<file path="src/rtl/seq_prefix_subtractor.sv">
// Multi-cycle wide subtractor: diff = a - b - bin, one SLICE-bit
// Sklansky prefix slice per cycle with the carry chained between slices.

// One SLICE-bit Sklansky parallel-prefix adder with carry-in.
module sps_sklansky_slice #(
  parameter int SLICE = 16
) (
  input  logic [SLICE-1:0] i_x,
  input  logic [SLICE-1:0] i_y,
  input  logic             i_cin,
  output logic [SLICE-1:0] o_s,
  output logic             o_cout
);
  localparam int LV = $clog2(SLICE);

  // Level l holds group generate/propagate spanning from the current
  // block start up to bit i; after LV levels every group reaches bit 0.
  logic [SLICE-1:0] w_g [LV+1];
  logic [SLICE-1:0] w_p [LV+1];
  logic [SLICE:0]   w_c;

  assign w_g[0] = i_x & i_y;
  assign w_p[0] = i_x ^ i_y;

  genvar l, i;
  generate
    for (l = 0; l < LV; l++) begin : g_lvl
      for (i = 0; i < SLICE; i++) begin : g_bit
        if (((i >> l) & 1) == 1) begin : g_op
          // Combine with the last bit of the lower half of this block.
          localparam int J = ((i >> l) << l) - 1;
          assign w_g[l+1][i] = w_g[l][i] | (w_p[l][i] & w_g[l][J]);
          assign w_p[l+1][i] = w_p[l][i] & w_p[l][J];
        end else begin : g_pass
          assign w_g[l+1][i] = w_g[l][i];
          assign w_p[l+1][i] = w_p[l][i];
        end
      end
    end
  endgenerate

  // Carry into bit i+1 folds the slice carry-in through the prefix (0..i).
  assign w_c[0] = i_cin;
  generate
    for (i = 0; i < SLICE; i++) begin : g_carry
      assign w_c[i+1] = w_g[LV][i] | (w_p[LV][i] & i_cin);
    end
  endgenerate

  assign o_s    = w_p[0] ^ w_c[SLICE-1:0];
  assign o_cout = w_c[SLICE];
endmodule

module seq_prefix_subtractor #(
  parameter int WIDTH = 64,
  parameter int SLICE = 16
) (
  input  logic             clk,
  input  logic             rst,
  input  logic             in_valid,
  output logic             in_ready,
  input  logic [WIDTH-1:0] a,
  input  logic [WIDTH-1:0] b,
  input  logic             bin,
  output logic             out_valid,
  input  logic             out_ready,
  output logic [WIDTH-1:0] diff,
  output logic             bout,
  output logic             ovf
);
  localparam int NSLICE = WIDTH / SLICE;
  localparam int CW     = (NSLICE > 1) ? $clog2(NSLICE) : 1;
  localparam logic [CW-1:0] LAST = CW'(NSLICE - 1);

  typedef enum logic [1:0] {IDLE, CALC, DONE} state_t;

  state_t           r_state;
  logic [CW-1:0]    r_cnt;
  logic [WIDTH-1:0] r_a, r_b, r_diff;
  logic             r_carry, r_bout, r_ovf, r_out_valid;

  logic [SLICE-1:0] w_x, w_y, w_s;
  logic             w_cout;

  // Subtraction as a + ~b + ~bin on the currently selected slice.
  assign w_x = r_a[int'(r_cnt)*SLICE +: SLICE];
  assign w_y = ~r_b[int'(r_cnt)*SLICE +: SLICE];

  sps_sklansky_slice #(.SLICE(SLICE)) u_slice (
    .i_x    (w_x),
    .i_y    (w_y),
    .i_cin  (r_carry),
    .o_s    (w_s),
    .o_cout (w_cout)
  );

  // Handshake FSM: latch operands, walk slices LSB first, hold result.
  always_ff @(posedge clk or posedge rst) begin
    if (rst) begin
      r_state     <= IDLE;
      r_cnt       <= '0;
      r_a         <= '0;
      r_b         <= '0;
      r_diff      <= '0;
      r_carry     <= 1'b0;
      r_bout      <= 1'b0;
      r_ovf       <= 1'b0;
      r_out_valid <= 1'b0;
    end else begin
      case (r_state)
        IDLE: begin
          if (in_valid) begin
            r_a     <= a;
            r_b     <= b;
            r_carry <= ~bin;
            r_cnt   <= '0;
            r_state <= CALC;
          end
        end
        CALC: begin
          r_diff[int'(r_cnt)*SLICE +: SLICE] <= w_s;
          r_carry <= w_cout;
          if (r_cnt == LAST) begin
            // Final slice: w_s[SLICE-1] is the result sign bit.
            r_bout      <= ~w_cout;
            r_ovf       <= (r_a[WIDTH-1] != r_b[WIDTH-1]) &&
                           (w_s[SLICE-1] != r_a[WIDTH-1]);
            r_out_valid <= 1'b1;
            r_state     <= DONE;
          end else begin
            r_cnt <= r_cnt + CW'(1);
          end
        end
        DONE: begin
          if (out_ready) begin
            r_out_valid <= 1'b0;
            r_state     <= IDLE;
          end
        end
        default: r_state <= IDLE;
      endcase
    end
  end

  assign in_ready  = (r_state == IDLE);
  assign out_valid = r_out_valid;
  assign diff      = r_diff;
  assign bout      = r_bout;
  assign ovf       = r_ovf;
endmodule

</file>
<file path="config.mk">
export PLATFORM = sky130hd
export DESIGN_NAME = seq_prefix_subtractor
export DESIGN_NICKNAME = d
export VERILOG_FILES = /design/src/rtl/seq_prefix_subtractor.sv
export SDC_FILE = /design/constraint.sdc
export NUM_CORES = 1
export LEC_CHECK = 0
export ABC_AREA = 1
export CORE_ASPECT_RATIO = 0.6
export CORE_UTILIZATION = 46
export CTS_CLUSTER_SIZE = 12
export DETAILED_ROUTE_END_ITERATION = 16
export PLACE_DENSITY = 0.88
export SLEW_MARGIN = 20
export SYNTH_ARGS = -nofsm -noshare
export SYNTH_HDL_FRONTEND = slang
export SYNTH_SLANG_ARGS = --single-unit
</file>
<file path="constraint.sdc">
create_clock -name clk -period 6.2 [get_ports clk]
set_input_delay 1.24 -clock clk [delete_from_list [all_inputs] [get_ports clk]]
set_output_delay 1.24 -clock clk [all_outputs]
set_load 0.03 [all_outputs]
</file>
# [After elaboration in Yosys (flattened, before gate mapping)]
# Cells that the tools add are included.
[word_totals] register_bits=200 input_bits=133 output_inout_bits=68 wordCells=181
[op_classes] add_sub_neg=2 n_eq_ne=9 shifts=4 mux=13 n_bitwise=134 reduce_logical=10
[ops] op="64-bit by 7-bit variable part select with 16-bit output" n=2
[ops] op="1-bit bitwise AND" n=80
[ops] op="64-bit bitwise mux" n=1
[ops] op="16-bit by 33-bit variable shift with 64-bit output (first input constant)" n=1
[ops] op="16-bit by 33-bit variable part select with 64-bit output" n=1
[ops] op="1-bit OR" n=48
[ops] op="6-bit negator with 33-bit output" n=1
[ops] op="16-bit bitwise XOR" n=2
[ops] op="16-bit bitwise AND" n=1
[ops] op="16-bit NOT" n=1
[ops] op="2-bit two-way mux" n=5
[ops] op="3-bit AND reduction" n=3
[ops] op="2-bit inequality test (second input constant)" n=4
[ops] op="2-bit one-hot mux with 3 select lines" n=1
[ops] op="2-bit AND reduction" n=3
[ops] op="2-bit equality test (second input constant)" n=2
[ops] op="1-bit one-hot mux with 2 select lines" n=2
[ops] op="2-bit one-hot mux with 2 select lines" n=1
[ops] op="2-bit nonzero test" n=2
[ops] op="1-bit two-way mux" n=3
[ops] op="2-bit by 1-bit adder with 2-bit output (second input constant)" n=1
[ops] op="2-bit by 1-bit equality test with 1-bit output (second input constant)" n=1
[ops] op="2-bit zero test" n=1
[ops] op="1-bit inequality test" n=2
[ops] op="other kinds (2)" n=3

# [Depth between registers and ports, before layout]
[logic_depth] ltp_word=15 mapped_depth=19 mapped_depth_nobuf=17

# [Hierarchy]
# A second synthesis with hierarchy kept.
[unflattened] cells_unflattened=1289 area_unflattened_um2=10110.9
[by_module_without_submodules] module="seq_prefix_subtractor" n_inst=1 cells_per_inst=1155 area_each_um2=9350.2 seq_area_each_um2=5004.8
[by_module_without_submodules] module="sps_sklansky_slice" n_inst=1 cells_per_inst=134 area_each_um2=760.7 seq_area_each_um2=0.0

# [Least setup slack after synthesis]
# No wires, ideal clock.
[synth_path] path_type="reg2reg" start="reg r_cnt[0]" end="reg r_diff[28] (netlist: diff[28])" setup_time_ns=0.066 arrival_time_ns=2.563 t_required_ns=6.134 path_slack_ns=3.571 stages_incl_launch_ff=17 path_buffers=3 synth_period_minus_slack_ns=2.629 cell_sequence="dfrtp_1 buf_2 inv_1 buf_2 buf_2 nand2_1 a32o_1 ha_1 nand2_1 inv_1 a21oi_1 nand3_2 nand2_1 nand2_1 a21oi_2 nand4_1 nand2_1"
[synth_via] elab_chain_len=15 word_cells_on_any_way=124 classes_between="1 x add/sub; 4 x shift; 1 x mux; 118 x bitwise"
[synth_lines] element="from (decl)" line_no="78" rtl="logic [CW-1:0] r_cnt;"
[synth_lines] element="from (signal assigned)" line_no="131" rtl="r_cnt <= r_cnt + CW'(1);"
[synth_lines] element="64-bit by 7-bit variable part select with 16-bit output" line_no="87" rtl="assign w_y = ~r_b[int'(r_cnt)*SLICE +: SLICE];"
[synth_lines] element="16-bit NOT" line_no="87"
[synth_lines] element="16-bit bitwise XOR / 16-bit bitwise AND (equally long branches)" line_no="23, 22"
[synth_lines] element="1-bit bitwise AND" line_no="32" rtl="assign w_g[l+1][i] = w_g[l][i] | (w_p[l][i] & w_g[l][J]);"
[synth_lines] element="1-bit OR" line_no="32"
[synth_lines] element="1-bit bitwise AND" line_no="32"
[synth_lines] element="1-bit OR" line_no="32"
[synth_lines] element="1-bit bitwise AND" line_no="32"
[synth_lines] element="1-bit OR" line_no="32"
[synth_lines] element="1-bit bitwise AND" line_no="32"
[synth_lines] element="1-bit OR" line_no="32"
[synth_lines] element="1-bit OR" line_no="46" rtl="assign w_c[i+1] = w_g[LV][i] | (w_p[LV][i] & i_cin);"
[synth_lines] element="16-bit bitwise XOR" line_no="50" rtl="assign o_s = w_p[0] ^ w_c[SLICE-1:0];"
[synth_lines] element="16-bit by 33-bit variable part select with 64-bit output" line_no="121" rtl="r_diff[int'(r_cnt)*SLICE +: SLICE] <= w_s;"
[synth_lines] element="64-bit bitwise mux *" line_no="121"
[synth_lines] element="to (signal, indexed assignment)" line_no="121"
[synth_lines] element="to (decl)" line_no="79" rtl="logic [WIDTH-1:0] r_a, r_b, r_diff;"
# Mark *: on every way between the ends. The rest lies on a longest branch, timed or not.
# A chain may end at the register's enable or synchronous reset.

# [Worst setup path in the final report]
[layout_path] start="reg r_cnt[0]" end="reg r_diff[19] (netlist: diff[19])"
# The elaborated chain is that of the path after synthesis.

==> impl_results.rst <==
.. list-table::
   :header-rows: 1

   * - Metric
     - Value
   * - Origin of the worst setup path
     - r_cnt[0]
   * - Storage element area
     - 5010 sq um
   * - Height of the die
     - 113 microns
   * - Number of global-route vias before repair
     - 7427
   * - Register bit total from synthesis
     - 200
   * - Final Max Tran Viols
     - 0
   * - Total Neg Setup Slack
     - 0 ns
   * - PwrDens
     - 662 nW/um^2
   * - Arrival time at the worst endpoint
     - 4.00 ns
   * - Area of the core region
     - 20000 sq um
   * - Post-CTS setup buffers
     - 0
   * - Number of buffers inserted by hold repair at cts
     - 0
   * - Residual DRC count
     - 0
   * - Routed WL
     - 26000 microns
   * - Number of enable flip-flop cells after synthesis
     - 0
   * - Kind of start point of the critical path
     - flop
   * - Most common cell after layout, fill and taps aside
     - sky130_fd_sc_hd__nand2_1
   * - Switching share of total power
     - 0.466
   * - Crit path required time
     - 6.51 ns
   * - Via total after detailed routing
     - 7552
   * - # H-tree levels
     - 4
   * - Share of power burned in combinational logic
     - 0.567
   * - CTS buffer count
     - 17
   * - Width of the die
     - 186 microns
   * - Clock input transition at the sequential cells of the worst setup and hold paths
     - 0.07 ns
   * - Clock root cell
     - sky130_fd_sc_hd__clkbuf_16
   * - Row count
     - 40
   * - Sequential share of the synthesized area
     - 0.533
   * - HP Start
     - ovf
   * - Worst Slack Setup Final
     - 2.50 ns
   * - Final number of hold-violating endpoints
     - 0
   * - Slew @ Worst Pin
     - 0.948 ns
   * - Wire length of the first global-routing pass
     - 41300 microns
   * - Mapped Nets
     - 1064
   * - Average instance area after synthesis
     - 10.3 sq um
   * - Post-Synthesis Cell Area
     - 9390 sq um
   * - Relative area change from synthesis to final layout
     - 29.9%
   * - Number of instances in the synthesized netlist
     - 908
   * - Number of antenna violations at the first check in global routing
     - 0
   * - Vias per cell
     - 5.50
   * - Origin of the critical flop-to-flop path
     - r_cnt[0]
   * - Drt first-iter violations
     - 646
   * - Top flip-flop cell by instance count after synthesis
     - sky130_fd_sc_hd__dfrtp_1
   * - Count of boundary I/O pins
     - 201
   * - Final worst clock skew
     - 0.00735 ns
   * - Commonest cells after routing, fill and taps aside
     - sky130_fd_sc_hd__nand2_1 (219), sky130_fd_sc_hd__clkdlybuf4s50_1 (200), sky130_fd_sc_hd__dfrtp_1 (199)
   * - Lkg Pwr
     - 5.49 nW
   * - Worst VDD drop
     - 0.357 mV
   * - Largest cells by area after synthesis
     - sky130_fd_sc_hd__dfrtp_1 (53%), sky130_fd_sc_hd__mux2_2 (15%), sky130_fd_sc_hd__nand2_1 (8.8%)
   * - Max Buffers Root-to-Sink
     - 2
   * - Status
     - finished, final reports clean
   * - Worst Reg2Reg Path Length in Cells
     - 13
   * - Pin count of the biggest net entering global routing
     - 201
   * - Net total in the final layout
     - 1243
   * - Footprint of the multi-input gates
     - 3990 sq um
   * - Final Cycle Share
     - 0.596
   * - Sink count of the clock tree
     - 200
   * - Count of distinct cell types in the synthesized netlist
     - 40
   * - Total routing resource utilization after global routing
     - 0.258
   * - Crit path max fanout
     - 39
   * - Period minus WS final
     - 3.70 ns
   * - Internal portion of total power
     - 0.00431 W
   * - Max-cap violations
     - 0
   * - Ratio of cells with drive above 1 in the final layout
     - 0.173
   * - GRT Residual Overflow
     - 0
   * - Number of stages on the worst hold path
     - 2
   * - Critical Path Sink Type
     - flop
   * - Headroom to the max-slew limit
     - 0.368
   * - Fmax
     - 271 MHz
   * - Post-place setup slack
     - 2.67 ns
   * - TritonCTS clock tree
     - built
   * - RSZ-0062 raised after global routing
     - no
   * - Clk Latency, worst-skew pair
     - 0.44 ns
   * - Count of input and output buffers
     - 200
   * - Largest area contributor in the synthesized netlist
     - sky130_fd_sc_hd__dfrtp_1
   * - Resized Gates After CTS
     - 0
   * - Area share of the largest cell type after synthesis
     - 0.533
   * - Post-detailed-route wirelength per cell
     - 18.9 microns
   * - NetSw
     - 0.00376 W
   * - Async set-or-reset flop fraction in the synthesized netlist
     - 1.00
   * - Path class of the lowest-slack min-delay path
     - flop to flop
   * - Proportion of power drawn by flip-flops and latches
     - 0.289
   * - Placer's final routability congestion estimate
     - 0.873
   * - Critical setup path kind
     - flop to flop
   * - Die area
     - 21000 sq um
   * - Iteration count of the initial detailed-routing pass
     - 5
   * - Count of antenna-violating nets left after detailed routing
     - 0
   * - Share of total power in the clock network
     - 0.144
   * - HPWL after DPL
     - 18300 microns
   * - Number of setup violations in the final report
     - 0
   * - Initial core utilization
     - 0.469
   * - Count of warnings emitted by yosys
     - 0
   * - Number of fillers in the final layout
     - 1603
==> kinds of logic after synthesis <==
group	share of synthesized area
xor gates and xnor gates	0.00560
and+or+nand+nor	0.155
buffers and inverters	0.0421
adders and majority gates	0.0315
DFF	0.533
muxes	0.151
AOI/OAI and AO/OA	0.0809
==> critical path: stages (launching register included) <==
cell,delay [ns]
sky130_fd_sc_hd__dfrtp_4,0.58
sky130_fd_sc_hd__inv_2,0.42
sky130_fd_sc_hd__buf_4,0.48
sky130_fd_sc_hd__nand2_1,0.12
sky130_fd_sc_hd__a32oi_1,0.43
sky130_fd_sc_hd__ha_1,0.34
sky130_fd_sc_hd__nand3_1,0.12
sky130_fd_sc_hd__nand3_1,0.13
sky130_fd_sc_hd__nand2_1,0.10
sky130_fd_sc_hd__nand2_1,0.07
sky130_fd_sc_hd__xnor2_1,0.40
sky130_fd_sc_hd__nor2_1,0.12
sky130_fd_sc_hd__nand2_1,0.12
sky130_fd_sc_hd__o21ai_0,0.10
==> path summary, 6_finish.rpt <==
kind,slack [ns],to
min in group asynchronous,1.27,r_b[1]
hold / removal,0.49,ovf
setup reg to reg,2.50,diff[19]
max in group asynchronous,4.03,r_cnt[0]
setup / recovery,2.50,diff[19]
hold reg to reg,0.49,ovf
==> Yosys cell counts, types with 2 or more instances <==
cell and instances:
sky130_fd_sc_hd__a32o_1 14, sky130_fd_sc_hd__o22ai_1 16, sky130_fd_sc_hd__buf_1 4, sky130_fd_sc_hd__clkbuf_1 18, sky130_fd_sc_hd__a21oi_1 26, sky130_fd_sc_hd__a32oi_1 2, sky130_fd_sc_hd__nor2_1 52, sky130_fd_sc_hd__dfrtp_1 200
sky130_fd_sc_hd__o21ai_1 10, sky130_fd_sc_hd__a22o_1 5, sky130_fd_sc_hd__o21ai_0 46, sky130_fd_sc_hd__inv_1 36, sky130_fd_sc_hd__mux2_2 126, sky130_fd_sc_hd__nand4_1 15, sky130_fd_sc_hd__buf_6 6, sky130_fd_sc_hd__nand2_1 220
sky130_fd_sc_hd__xnor2_1 4, sky130_fd_sc_hd__buf_4 3, sky130_fd_sc_hd__xor2_1 2, sky130_fd_sc_hd__buf_2 16, sky130_fd_sc_hd__nor2_2 4, sky130_fd_sc_hd__o21bai_1 2, sky130_fd_sc_hd__inv_2 2, sky130_fd_sc_hd__nand2_2 7
sky130_fd_sc_hd__nand3_1 36, sky130_fd_sc_hd__ha_1 22
==> final cells by class <==
cell class	instances	area share
inverter	38	0.0120
tap	273	0.0280
clock inverter	13	0.0140
antenna	1	0.000205
clock buffer	19	0.0363
multi-input combinational	623	0.327
timing repair buffer	207	0.171
sequential	200	0.411
==> flip-flops by register name, indices dropped and copies added, names as in the netlist <==
signal,count
ovf,1
out_valid,1
r_cnt,2
diff,64
r_state,2
bout,1
r_a,64
r_carry,1
r_b,64
==> metal layers <==
layer  vias to the layer above  part of all wire  track usage
li1                       3442                 -            -
met1                      3720              0.46        0.370
met2                       348              0.43        0.378
met3                        42             0.095       0.0722
met4                         0             0.019       0.0788
met5                         -                 0            0
==> per-stage QoR <==
| step | util | power, W | cell area (sq um) | instances | hold WS, ns |
|---|---|---|---|---|---|
| 6_report | 0.609 | 0.00807 | 12200 | 1374 | 0.487 |
| 5_1_grt | 0.609 | 0.00860 | 12200 | 1373 | 0.514 |
| 4_1_cts | 0.608 | 0.00801 | 12200 | 1372 | 0.486 |
| 3_5_place_dp | 0.577 | 0.00680 | 11500 | 1340 | 0.468 |
| 3_3_place_gp | 0.577 | 0.00663 | 11500 | 1340 | 0.465 |
| 2_1_floorplan | - | 0.00537 | 9390 | 908 | 0.474 |
==> power groups by stage <==
stage	clock [W]	sequential, W	combinational, W
2_1_floorplan	0	0.00253	0.00283
3_3_place_gp	0	0.00231	0.00432
3_5_place_dp	0	0.00234	0.00447
4_1_cts	0.00118	0.00232	0.00451
5_1_grt	0.00123	0.00240	0.00497
6_report	0.00116	0.00233	0.00458
(Power assumes the default switching activity.)
==> RTL edit 1 (config.mk and constraints unchanged) <==
Register the output `ovf` once more, without a reset; this adds one clock of latency there. The other outputs are not delayed to match.
--- a/src/rtl/seq_prefix_subtractor.sv
+++ b/src/rtl/seq_prefix_subtractor.sv
@@ -146,6 +146,8 @@
   assign out_valid = r_out_valid;
   assign diff      = r_diff;
   assign bout      = r_bout;
-  assign ovf       = r_ovf;
+  always_ff @(posedge clk) begin
+    ovf <= r_ovf;
+  end
 endmodule
 
Behaviour: same outputs for any inputs over 4 cycles, from zero or initial values and one cycle with rst high; that may be too few to reach the edited logic, so the function may still have changed.
==> RTL edit 1 against the original RTL <==
  * Wire length fell by 2.2%
  * Power is 3.9% lower
  * Critical endpoint is now diff[57]$_DFFE_PP0P_
  * Sequential cell count up 1
  * Global-route usage fell by 1.4 points
  * Fmax up 4.7%
  * Final area is 0.21% higher
  * Worst setup slack gained 0.17 ns
  * Cell count increased by 0.51%
  * Synthesized area grew 0.41%
  * Highest routed layer is now met5
  * Critical path type unchanged
  * Utilization up 0.12 points
==> RTL edit 1: results (changes against the original RTL) <==
* Status: finished, final reports clean
* Worst Path Arrival at 3.96 ns (-0.04 ns)
* Cells after Synth at 914 (+0.66%)
* Largest net degree at the start of global routing at 108 (-46%)
* CP Max Fanout at 52 (+33%)
* CTS buffer count at 21 (+4)
* Pre-CTS WS at 2.69 ns (+0.0255 ns)
* Number of global-route vias before repair at 7344 (-1.1%)
* DRT iter0 DRCs at 723 (+12%)
* Critical path startpoint: r_cnt[1]$_DFFE_PP0P_
* Asr flop ratio synth at 99.5% (-0.50 points)
* Dpl cell area at 11600 µm² (+0.69%)
* Worst hold start: r_ovf$_DFFE_PP0P_
* Worst-case clock buffer depth at 3 (+1)
* Syn nets at 1070 (+0.56%)
* Clock latency on the worst-skew pair at 0.50 ns (+0.06 ns)
* Detailed Route WL at 25400 µm (-2.2%)
* Reg2Reg Capture Point: diff[57]$_DFFE_PP0P_
* Cell leakage power at 0.00549 µW (about the same)
* Period utilization at 56.9% (-2.7 points)
* Via count at 7516 (-0.48%)
* Worst Max-Slew Pin Slew at 0.949 ns (+0.00112 ns)
* HPWL Detailed at 18200 µm (-0.54%)
* Post-synthesis sequential area ratio at 53.3% (about the same)
* Antenna violations before repair at 1 (+1)
* DP Cell Count at 1348 (+0.60%)
* Synth cell types at 42 (+5.0%)
* GP Congestion at 0.906 (+3.7%)
* Worst IR Drop VDD at 356 µV (-0.28%)
* H-tree Lvls at 1 (-3)
* Clock root cell: clkbuf_16
* Ranking of synthesized cells by area: dfrtp_1 53%, mux2_2 11%, nand2_1 8.6%
* GRT Total Usage at 24.4% (-1.4 points)
* Ratio of cells with drive above 1 in the final layout at 13.9% (-3.3 points)
* Internal reg-to-reg setup slack at 2.67 ns (+0.17 ns)
* First-pass GRT wire length at 40200 µm (-2.6%)
* Final Hold Vio Count at 0 (unchanged)
* Hold EP: ovf$_DFF_P_
RTL edit 1: changes by cell type in the layout (fill, tap and decap cells not counted), moves of 4 or more:
cell / change
mux2_1: +36
mux2_2: -36
clkbuf_1: +5
clkbuf_16: +4
RTL edit 1: layer usage:
metal  wire length (µm)  track usage [%]  vias to the layer above
met3               2030             4.90                       36
met1              12000             36.8                     3686
met4                502             5.36                        2
met2              10900             36.2                      330
met5                 19                0                        -
li1                   -                -                     3462
RTL edit 1: area by class of cell:
cell class | instances | area (µm²)
tap | 273 | 342
clock buffer | 28 | 562
timing repair buffer | 208 | 2070
inverter | 42 | 161
multi-input combinational | 624 | 4020
fill | 1595 | 7800
clock inverter | 3 | 21.3
antenna | 2 | 5.00
sequential | 201 | 5030
RTL edit 1: worst max-delay path: stages (launching register included):
cell and delay, ns:
dfrtp_1 0.62, inv_2 0.77, o21ai_0 0.20, o22ai_1 0.37, ha_1 0.35, nand2_1 0.11, inv_1 0.06, a21oi_2 0.18
nand3_4 0.16, nand2_1 0.15, nand3_2 0.14, nor2_2 0.15, nand3_1 0.09, nand2_1 0.10
RTL edit 1: cell families (layout without fill, tap and decap cells):
group	Yosys count	in the layout	synth area share [%]
AO/OA/AOI/OAI	126	126	8.11
XOR/XNOR	6	6	0.558
AND/OR/NAND/NOR	343	343	15.7
flip-flops	201	201	53.3
adder cells (fa/ha/maj)	23	23	3.13
multiplexers	126	126	15.1
other	0	2	0
buffers and inverters	89	281	4.08
RTL edit 1: where the power goes:
group	total (µW)	switching, µW	internal, µW
registers	2310	395	1910
logic	4320	2680	1630
clock network	1130	499	630
total	7760	3580	4180
==> RTL edit 2 (same settings) <==
Made on the original files. `WIDTH`: 64 -> 128.
--- a/src/rtl/seq_prefix_subtractor.sv
+++ b/src/rtl/seq_prefix_subtractor.sv
@@ -52,7 +52,7 @@
 endmodule
 
 module seq_prefix_subtractor #(
-  parameter int WIDTH = 64,
+  parameter int WIDTH = 128,
   parameter int SLICE = 16
 ) (
   input  logic             clk,
Interface: changed (resized a, b and diff); port bits go from 201 to 393. The function was not compared with the original's and may differ.
==> RTL edit 2 against the original RTL <==
  * First-iteration DRC count grew to 2.9 times the old value
  * Synthesized area grew 93%
  * Power grew 90%
  * Fmax shrank 27%
  * Final area grew 92%
  * Sequential cell count grew 193
  * Worst setup slack lost 1.3 ns
  * Synthesized cell count grew 150%
  * Wire length grew 140%
  * Highest routed layer is now met5
==> RTL edit 2: results (changes against the original RTL) <==
* Top delay family on crit path: simple AND/OR/NAND/NOR gates
* Fmax at 0.199 GHz (-27%)
* Row count at 55 (+38%)
* HPWL Detailed at 45500 µm (+150%)
* Syn nets at 2542 (+140%)
* Fraction of area in registers at 42.0% (+0.91 points)
* Pre-CTS WS at 1.33 ns (-1.34 ns)
* Net switching power at 7680 µW (+100%)
* Dpl cell area at 22300 µm² (+93%)
* CTS buffer count at 40 (+23)
* Status: finished, final reports clean
* IO Port Bufs at 392 (+96%)
* Via count at 17100 (+130%)
* Cells after Synth at 2257 (+150%)
* Worst R2R Path Depth at 15 (+2)
* Worst hold start: r_b[7]$_DFFE_PP0P_
* Synth cell types at 37 (-7.5%)
* First-pass GRT wire length at 97200 µm (+140%)
* Diode count at 5 (+4)
* TritonRoute pass-1 iters at 6 (+1)
* H-tree Lvls at 2 (-2)
* Worst IR Drop VDD at 367 µV (+2.8%)
* Cell leakage power at 0.0113 µW (+110%)
* Largest net degree at the start of global routing at 196 (-2.5%)
* DP Cell Count at 3041 (+130%)
* Cell Int Power at 7650 µW (+77%)
* Post-synthesis sequential area ratio at 54.4% (+1.1 points)
* Comb_multi_in at 1609 (+160%)
* Critical path's slowest cell: inv_4
* Layout Nets at 2855 (+130%)
* Hold EP: r_b[7]$_DFFE_PP0P_
* CTS sink cnt at 393 (+97%)
* Clkbuf count at 54 (+35)
* Internal reg-to-reg setup slack at 1.16 ns (-1.34 ns)
* Worst Path Arrival at 5.51 ns (+1.51 ns)
* Drt wl/cell at 20.5 µm (+8.2%)
* Area of the multi-input gates at 7240 µm² (+81%)
* Clock latency on the worst-skew pair at 0.54 ns (+0.10 ns)
* Hold WS at 0.473 ns (-0.0148 ns)
* DRT iter0 DRCs at 1859 (+190%)
* Ranking of synthesized cells by area: dfrtp_1 54%, nand2_1 19%, o21ai_0 6.8%
RTL edit 2: tightest hold or removal path, cell delays in order, from the launching register on:
cell	delay, ns
dfrtp_1	0.33
nand2_1	0.05
nand2_1	0.06
RTL edit 2: cell families after synthesis:
logic type | Yosys count | share of synthesized area [%]
and+or+nand+nor | 1183 | 25.9
DFF | 393 | 54.4
AOI/OAI and AO/OA | 382 | 11.3
buffers and inverters | 255 | 5.55
adders and majority gates | 24 | 1.70
muxes | 16 | 0.886
xor gates and xnor gates | 4 | 0.194
RTL edit 2: routing by layer:
metal / wire length [µm] / global-route usage [%] / part of all wire [%] / vias to the layer above
met3: 8280 / 13.0 / 13 / 133
met5: 91 / 1.69 / 0.14 / -
met4: 2050 / 9.78 / 3.2 / 2
li1: - / - / - / 7790
met2: 26000 / 44.6 / 41 / 934
met1: 27100 / 44.6 / 43 / 8241
